### src/rtl/neo_io_pkg.sv
// Shared constants and helpers for the NeoGeo I/O block.
// Latency: n/a (types and constants only).
// Backpressure: n/a.
package neo_io_pkg;

    localparam int NEO_OUTREG_MAX_REG       = 8;
    localparam int NEO_OUTREG_MAX_DW        = 16;
    localparam int NEO_OUTREG_DEF_DW        = 6;
    localparam int NEO_OUTREG_DEF_PULSE_LEN = 16;

    // Width of a down-counter that must hold values 0..len inclusive.
    function automatic int neo_outreg_cnt_w(input int len);
        return $clog2(len + 1);
    endfunction

endpackage

### src/rtl/neo_strobe_sync.sv
// Synchronises the async active-low 68k write strobe and emits one event per falling edge.
// Latency: wr_evt is high in the cycle after the SYNC_STAGES-th edge that samples wr_n low.
// Backpressure: none; a strobe shorter than SYNC_STAGES+1 cycles low or high may be lost.
//
// Ports: clk/rst_n (async active-low), wr_n (raw strobe), wr_evt (single-cycle event).
module neo_strobe_sync #(
    parameter int SYNC_STAGES = 2
) (
    input  logic clk,
    input  logic rst_n,
    input  logic wr_n,
    output logic wr_evt
);

    logic [SYNC_STAGES-1:0] sync_q, sync_d;
    // Tracks which synchroniser stages hold a real sample rather than the
    // reset preload, so the preloaded '1' cannot arm the edge detector.
    logic [SYNC_STAGES-1:0] vld_q, vld_d;
    logic                   dly_q, dly_d;
    logic                   armed_q, armed_d;
    logic                   s_last;

    assign s_last = sync_q[SYNC_STAGES-1];

    always_comb begin
        sync_d  = {sync_q[SYNC_STAGES-2:0], wr_n};
        vld_d   = {vld_q[SYNC_STAGES-2:0], 1'b1};
        dly_d   = s_last;
        // Arm only once the strobe has genuinely been seen high, so a strobe
        // held low across reset release never produces a write.
        armed_d = armed_q | (s_last & vld_q[SYNC_STAGES-1]);
    end

    always_ff @(posedge clk or negedge rst_n) begin
        if (!rst_n) begin
            sync_q  <= '1;
            vld_q   <= '0;
            dly_q   <= 1'b1;
            armed_q <= 1'b0;
        end else begin
            sync_q  <= sync_d;
            vld_q   <= vld_d;
            dly_q   <= dly_d;
            armed_q <= armed_d;
        end
    end

    assign wr_evt = armed_q & ~s_last & dly_q;

endmodule

### src/rtl/neo_outreg_bank.sv
// Bank of NREG x DW output latches written by the 68k, optional timed-pulse mode per register.
// Latency: REG_OUT/WR_PULSE update on edge SYNC_STAGES+1 counting the first edge sampling nWR low.
// Backpressure: none; writes to ADDR >= NREG are dropped silently.
//
// Ports: CLK, nRESET (async active-low), CLK_EN (pulse countdown tick), nWR/ADDR/DATA (68k write),
//        PULSE_MASK (static pulse-mode select), REG_OUT (reg i at [i*DW +: DW]),
//        WR_PULSE (one-cycle write flag per reg), BUSY (countdown active per reg).
// Build option: define NEO_OUTREG_PULSE_EN to compile in the pulse counters; otherwise
//        every register is a plain latch, PULSE_MASK/CLK_EN are ignored and BUSY is 0.
module neo_outreg_bank
    import neo_io_pkg::*;
#(
    parameter int NREG        = 4,
    parameter int DW          = NEO_OUTREG_DEF_DW,
    parameter int AW          = (NREG > 1) ? $clog2(NREG) : 1,
    parameter int SYNC_STAGES = 2,
    parameter int PULSE_LEN   = NEO_OUTREG_DEF_PULSE_LEN
) (
    input  logic               CLK,
    input  logic               nRESET,
    input  logic               CLK_EN,
    input  logic               nWR,
    input  logic [AW-1:0]      ADDR,
    input  logic [DW-1:0]      DATA,
    input  logic [NREG-1:0]    PULSE_MASK,
    output logic [NREG*DW-1:0] REG_OUT,
    output logic [NREG-1:0]    WR_PULSE,
    output logic [NREG-1:0]    BUSY
);

    logic wr_evt;

    neo_strobe_sync #(
        .SYNC_STAGES(SYNC_STAGES)
    ) u_strobe_sync (
        .clk   (CLK),
        .rst_n (nRESET),
        .wr_n  (nWR),
        .wr_evt(wr_evt)
    );

`ifdef NEO_OUTREG_PULSE_EN
    localparam int CW = neo_outreg_cnt_w(PULSE_LEN);
`else
    logic unused_pulse;
    assign unused_pulse = ^{CLK_EN, PULSE_MASK};
    assign BUSY         = '0;
`endif

    for (genvar i = 0; i < NREG; i++) begin : g_reg
        logic          hit;
        logic [DW-1:0] reg_q, reg_d;
        logic          wr_pulse_q, wr_pulse_d;

        // Out-of-range addresses match no register, so they are ignored here.
        assign hit = wr_evt && (ADDR == AW'(i));

`ifdef NEO_OUTREG_PULSE_EN
        logic [CW-1:0] cnt_q, cnt_d;

        always_comb begin
            reg_d      = reg_q;
            cnt_d      = cnt_q;
            wr_pulse_d = 1'b0;
            if (hit) begin
                // A write always beats a coincident tick; nonzero data (re)starts
                // the full pulse, zero data clears register and counter at once.
                reg_d      = DATA;
                wr_pulse_d = 1'b1;
                cnt_d      = (PULSE_MASK[i] && (DATA != '0)) ? CW'(PULSE_LEN) : '0;
            end else if (!PULSE_MASK[i]) begin
                cnt_d = '0;
            end else if (CLK_EN && (cnt_q != '0)) begin
                cnt_d = cnt_q - CW'(1);
                if (cnt_q == CW'(1)) begin
                    reg_d = '0;
                end
            end
        end

        always_ff @(posedge CLK or negedge nRESET) begin
            if (!nRESET) begin
                reg_q      <= '0;
                cnt_q      <= '0;
                wr_pulse_q <= 1'b0;
            end else begin
                reg_q      <= reg_d;
                cnt_q      <= cnt_d;
                wr_pulse_q <= wr_pulse_d;
            end
        end

        assign BUSY[i] = (cnt_q != '0);
`else
        always_comb begin
            reg_d      = reg_q;
            wr_pulse_d = 1'b0;
            if (hit) begin
                reg_d      = DATA;
                wr_pulse_d = 1'b1;
            end
        end

        always_ff @(posedge CLK or negedge nRESET) begin
            if (!nRESET) begin
                reg_q      <= '0;
                wr_pulse_q <= 1'b0;
            end else begin
                reg_q      <= reg_d;
                wr_pulse_q <= wr_pulse_d;
            end
        end
`endif

        assign REG_OUT[i*DW +: DW] = reg_q;
        assign WR_PULSE[i]         = wr_pulse_q;
    end

endmodule

### config.mk
export PLATFORM = sky130hd
export DESIGN_NAME = neo_outreg_bank
export DESIGN_NICKNAME = d
export VERILOG_FILES = /design/src/rtl/neo_io_pkg.sv /design/src/rtl/neo_strobe_sync.sv /design/src/rtl/neo_outreg_bank.sv
export SDC_FILE = /design/constraint.sdc
export NUM_CORES = 1
export LEC_CHECK = 0
export BUFFER_PORTS_ARGS = -buffer_cell sky130_fd_sc_hd__buf_2
export CELL_PAD_IN_SITES_DETAIL_PLACEMENT = 1
export CELL_PAD_IN_SITES_GLOBAL_PLACEMENT = 1
export CORE_UTILIZATION = 38
export CTS_CLUSTER_DIAMETER = 30
export DETAILED_ROUTE_END_ITERATION = 8
export PLACE_DENSITY_LB_ADDON = 0.1
export SYNTH_ARGS = -nofsm -noshare
export SYNTH_HDL_FRONTEND = slang
export SYNTH_SLANG_ARGS = --single-unit
export TNS_END_PERCENT = 10
### constraint.sdc
create_clock -name CLK -period 2.6 [get_ports CLK]
set_clock_uncertainty 0.2 [all_clocks]
set_input_delay 0.26 -clock CLK [delete_from_list [all_inputs] [get_ports CLK]]
set_output_delay 0.26 -clock CLK [all_outputs]
set_load 0.005 [all_outputs]
=== Word level (Yosys, flattened, before mapping) ===
Cells that the tools add are included.
Widths: inputs -> output; s select.

* Memories kept: 0
* Bits in read-only memories: 0
* Logic and storage cells: 29
* Register bits: 34
* Bits of input ports: 16
* RAM bits: 0
* Bits in latches: 0
* Output and inout bits: 32

* Add/sub/neg operators: 0
* $mul: 0
* Reduce and logical (&&, ||, !) cells: 5
* Equality and inequality tests: 3
* Mux-type cells: 4
* Div/mod/pow operators: 0
* Shift-type cells: 0
* $lt $le $gt $ge: 0
* Bitwise logic cells: 5

{| class="wikitable"
|+ Operators with widths
! kind !! count
|-
| $eq 2x2->1 const B || 2
|-
| $logic_and 1x1->1 || 4
|-
| $mux 1 || 4
|-
| $and 1x1->1 || 3
|-
| $eq 2x1->1 const B || 1
|-
| $logic_not 2->1 || 1
|-
| $not 1->1 || 1
|-
| $or 1x1->1 || 1
|}

=== Longest topological paths before layout ===
* Depth in word-level cells: 5
* Depth in mapped cells: 4
* Gate-level depth less buffers: 3

=== Cells and area by module ===
Synthesis repeated with hierarchy kept, for this count alone.

* Cell total of the unflattened synthesis: 77
* Area, all modules: 1,260.0 um^2

{| class="wikitable"
|+ Modules (own cells, without submodules)
! module !! area each (um^2) !! seq. area each (um^2) !! cells an instance !! instances
|-
| neo_outreg_bank || 1,084.8 || 700.7 || 68 || 1
|-
| neo_strobe_sync || 175.2 || 153.9 || 9 || 1
|}

=== Worst setup path before layout ===
Ideal clock, no wire load.

* Path type: reg-to-reg
* Start: register u_strobe_sync.dly_q
* End: register g_reg[2].reg_q[0]
* Arrival time: 1,516 ps
* Path buffers: 1
* Setup time: 125 ps
* Setup slack: 759 ps
* Required time: 2,275 ps
* Stages on the path, launching flop included: 5
* Period minus slack after synthesis: 1,841 ps
* Path through: dfstp_2 > nand2_2 > or4b_1 > buf_6 > mux2_4

* Longest elaborated chain between the ends: 2

{| class="wikitable"
|+ Ends and longest elaborated chain
! element !! RTL line !! text
|-
| start: declaration || neo_strobe_sync.sv:19 || <nowiki>logic dly_q, dly_d;</nowiki>
|-
| start signal: assignment || neo_strobe_sync.sv:43 || <nowiki>dly_q <= dly_d;</nowiki>
|-
| $and 1x1->1 || neo_strobe_sync.sv:48 || <nowiki>assign wr_evt = armed_q & ~s_last & dly_q;</nowiki>
|-
| $logic_and 1x1->1 || neo_outreg_bank.sv:56 || <nowiki>assign hit = wr_evt && (ADDR == AW'(i));</nowiki>
|-
| end signal: assignment || neo_outreg_bank.sv:109 || <nowiki>reg_q <= reg_d;</nowiki>
|-
| end: declaration || neo_outreg_bank.sv:52 || <nowiki>logic [DW-1:0] reg_q, reg_d;</nowiki>
|}

Every way passes these cells.
A chain may end at the register's enable or synchronous reset.

=== Worst setup path in the final report ===
* Start: input port ADDR[0]
* End: register g_reg[2].reg_q[0]

* Longest elaborated chain between the ends: 2

{| class="wikitable"
|+ Ends and longest elaborated chain
! element !! RTL line !! text
|-
| start: declaration || neo_outreg_bank.sv:23 || <nowiki>input logic [AW-1:0] ADDR,</nowiki>
|-
| $eq 2x2->1 || neo_outreg_bank.sv:56 ||
|-
| $logic_and 1x1->1 || neo_outreg_bank.sv:56 ||
|}

Every way passes these cells.

==> impl_metrics.json <==
{
  "status": "completed",
  "met2_wirelength_um": 1200,
  "post_layout_nonfiller_instances": 172,
  "mostFrequentLayoutCells": "38 x buf_2, 31 x dfrtp_1, 18 x mux2_2",
  "cts_setup_buffers": 0,
  "area_delta_synth_final_pct": 25.6,
  "hold_class": "in2reg",
  "die_area_um2": 3710,
  "num_rows": 21,
  "cts_made_buffers": 5,
  "drtIter0Drc": 8,
  "clkTransAtPathRegs_ps": 100,
  "r2r_start": "u_strobe_sync.dly_q$_DFF_PN1_",
  "fin_tns_setup_ps": 0,
  "viasPerCell": 4.49,
  "combPwrFrac": 0.200,
  "startpoint_type": "primary input",
  "hold_viol_final": 0,
  "leakage_nw": 0.825,
  "critPathCaptureType": "register",
  "start_util": 0.395,
  "worstMarginPinSlew_ps": 725,
  "maxSlewViolCount": 0,
  "holdBufCountCts": 9,
  "ys_ff_latch": 34,
  "cts.sink_count": 34,
  "avgSynthCellArea_um2": 16.9,
  "mostFrequentLayoutCell": "buf_2",
  "drt.antenna.violating_nets": 0,
  "wl_met1_um": 1020,
  "fin_nets": 141,
  "die_h_um": 60.9,
  "fin_crit_sh": 0.795,
  "critPathKind": "in2reg",
  "clock_path_buffers": 2,
  "reg2reg_depth": 3,
  "p_sw_frac": 0.257,
  "rrSetupSlack_ps": 550,
  "antenna_found_initial": 0,
  "pwr-share-seq": 0.549,
  "timing.fmax_ghz": 0.484,
  "first_pass_iters": 2,
  "die_x_um": 60.9,
  "grt_pass1_vias": 812,
  "path_max_fanout": 7,
  "route.vias.total": 773,
  "setup_viol": 0,
  "grt_max_degree": 35,
  "tritoncts": "built",
  "period_minus_slack_ps": 2070,
  "grt_pass1_wl_um": 3960,
  "place_congestion": 0.673,
  "p_int_mw": 0.908,
  "slew_headroom": 0.517,
  "required_ps": 2620,
  "cts.repair.resized": 0,
  "layout-drive-gt1-share": 0.603,
  "power_mw": 1.22,
  "syn_inst": 78,
  "clock-root-buffer": "clkbuf_4",
  "crit_start": "ADDR[0]",
  "worstHoldStart": "ADDR[1]",
  "core_region_area_um2": 3340,
  "grt_overflow": 0,
  "portBuffers": 38,
  "rsz0062_at_grt": "no",
  "dr_wl_met3_um": 173,
  "ys_warn_count": 0,
  "power_per_cell_area_nw_per_um2": 738,
  "wl_per_cell_um": 14.1,
  "route.detailed.drc": 0,
  "whs_ps": 21.2,
  "yosys.cell_types.count": 15,
  "track_usage": 0.159,
  "netlist_area_um2": 1320,
  "reg2reg_to": "g_reg[2].reg_q[0]$_DFFE_PN0P_",
  "diodes": 0,
  "pwr-share-clk": 0.251,
  "dp_hpwl_um": 1610,
  "ir_drop_mv": 0.344,
  "clkLatencyLatePin_ps": 330,
  "h-tree-depth": 2,
  "io_pins": 48,
  "p_sw_mw": 0.313,
  "place_inst": 155,
  "seq_area_frac_synth": 0.649,
  "top_layer": "met4",
  "endpoint": "g_reg[2].reg_q[0]$_DFFE_PN0P_",
  "worstPathArrival_ps": 2090,
  "wl_um": 2430,
  "cap_violations": 0
}
[worst min path at each step]
| stage | end | depth (start not counted) |
|---|---|---|
| after floorplan | g_reg[0].reg_q[0]$_DFFE_PN0P_ | 0 |
| after global placement | u_strobe_sync.vld_q[1]$_DFF_PN0_ | 0 |
| after detailed placement | u_strobe_sync.vld_q[1]$_DFF_PN0_ | 0 |
| after CTS | g_reg[1].wr_pulse_q$_DFF_PN0_ | 2 |
| after global routing | g_reg[0].wr_pulse_q$_DFF_PN0_ | 2 |
| final | g_reg[1].wr_pulse_q$_DFF_PN0_ | 2 |
[routing by layer]
metal / up-vias / global-route usage
li1: 349 / -
met1: 390 / 0.184
met2: 28 / 0.254
met3: 6 / 0.0725
met4: 0 / 0.0682
met5: - / 0
[metrics by stage]
stage / cell area [um2] / utilization / worst slack, ps
floorplan: 1330 / - / 759
global placement: 1500 / 0.450 / 560
detailed placement: 1500 / 0.450 / 558
CTS: 1660 / 0.496 / 535
global route: 1660 / 0.496 / 452
finish: 1660 / 0.496 / 534
[flip-flops by register name (all words and copies together), names as in the netlist]
name,count
g.reg_q,24
u_strobe_sync.dly_q,1
u_strobe_sync.armed_q,1
u_strobe_sync.vld_q,2
u_strobe_sync.sync_q,2
g.wr_pulse_q,4
[worst max-delay path, stage by stage]
cell	delay, ps
dlygate4sd3_1	530
buf_2	150
or4b_1	770
mux2_4	380
[power groups by stage]
stage / logic [mW] / clock network (mW) / registers [mW]
CTS: 0.250 / 0.321 / 0.674
floorplan: 0.110 / 0 / 0.688
global route: 0.277 / 0.341 / 0.688
global placement: 0.234 / 0 / 0.677
detailed placement: 0.239 / 0 / 0.683
finish: 0.245 / 0.306 / 0.671
[Yosys cell counts]
cell / count / area, um2
or4b_1: 1 / 10.0
mux2_2: 18 / 203
dfrtp_1: 31 / 776
clkbuf_1: 1 / 3.75
nor4b_4: 1 / 23.8
nand2_2: 1 / 6.26
inv_1: 2 / 7.51
mux2_4: 6 / 90.1
a21o_1: 1 / 7.51
dfstp_2: 3 / 78.8
buf_4: 8 / 60.1
buf_6: 1 / 11.3
nor4_4: 1 / 21.3
conb_1: 2 / 7.51
nand4bb_1: 1 / 11.3
[cell type report]
type | count | area, um2
Fill cell | 365 | 1680
Clock buffer | 6 | 51.3
Timing Repair Buffer | 47 | 280
Clock inverter | 2 | 12.5
Tap cell | 46 | 57.6
Multi-Input combinational cell | 35 | 392
Sequential cell | 34 | 855
Inverter | 2 | 7.51
[logic make-up after synthesis]
| logic type | Yosys count | share of synthesized area |
|---|---|---|
| compound gates | 1 | 0.00570 |
| mux | 24 | 0.222 |
| buf+inv | 12 | 0.0627 |
| other cells | 2 | 0.00570 |
| simple gates | 5 | 0.0551 |
| flops | 34 | 0.649 |
(Power assumes the default switching activity.)
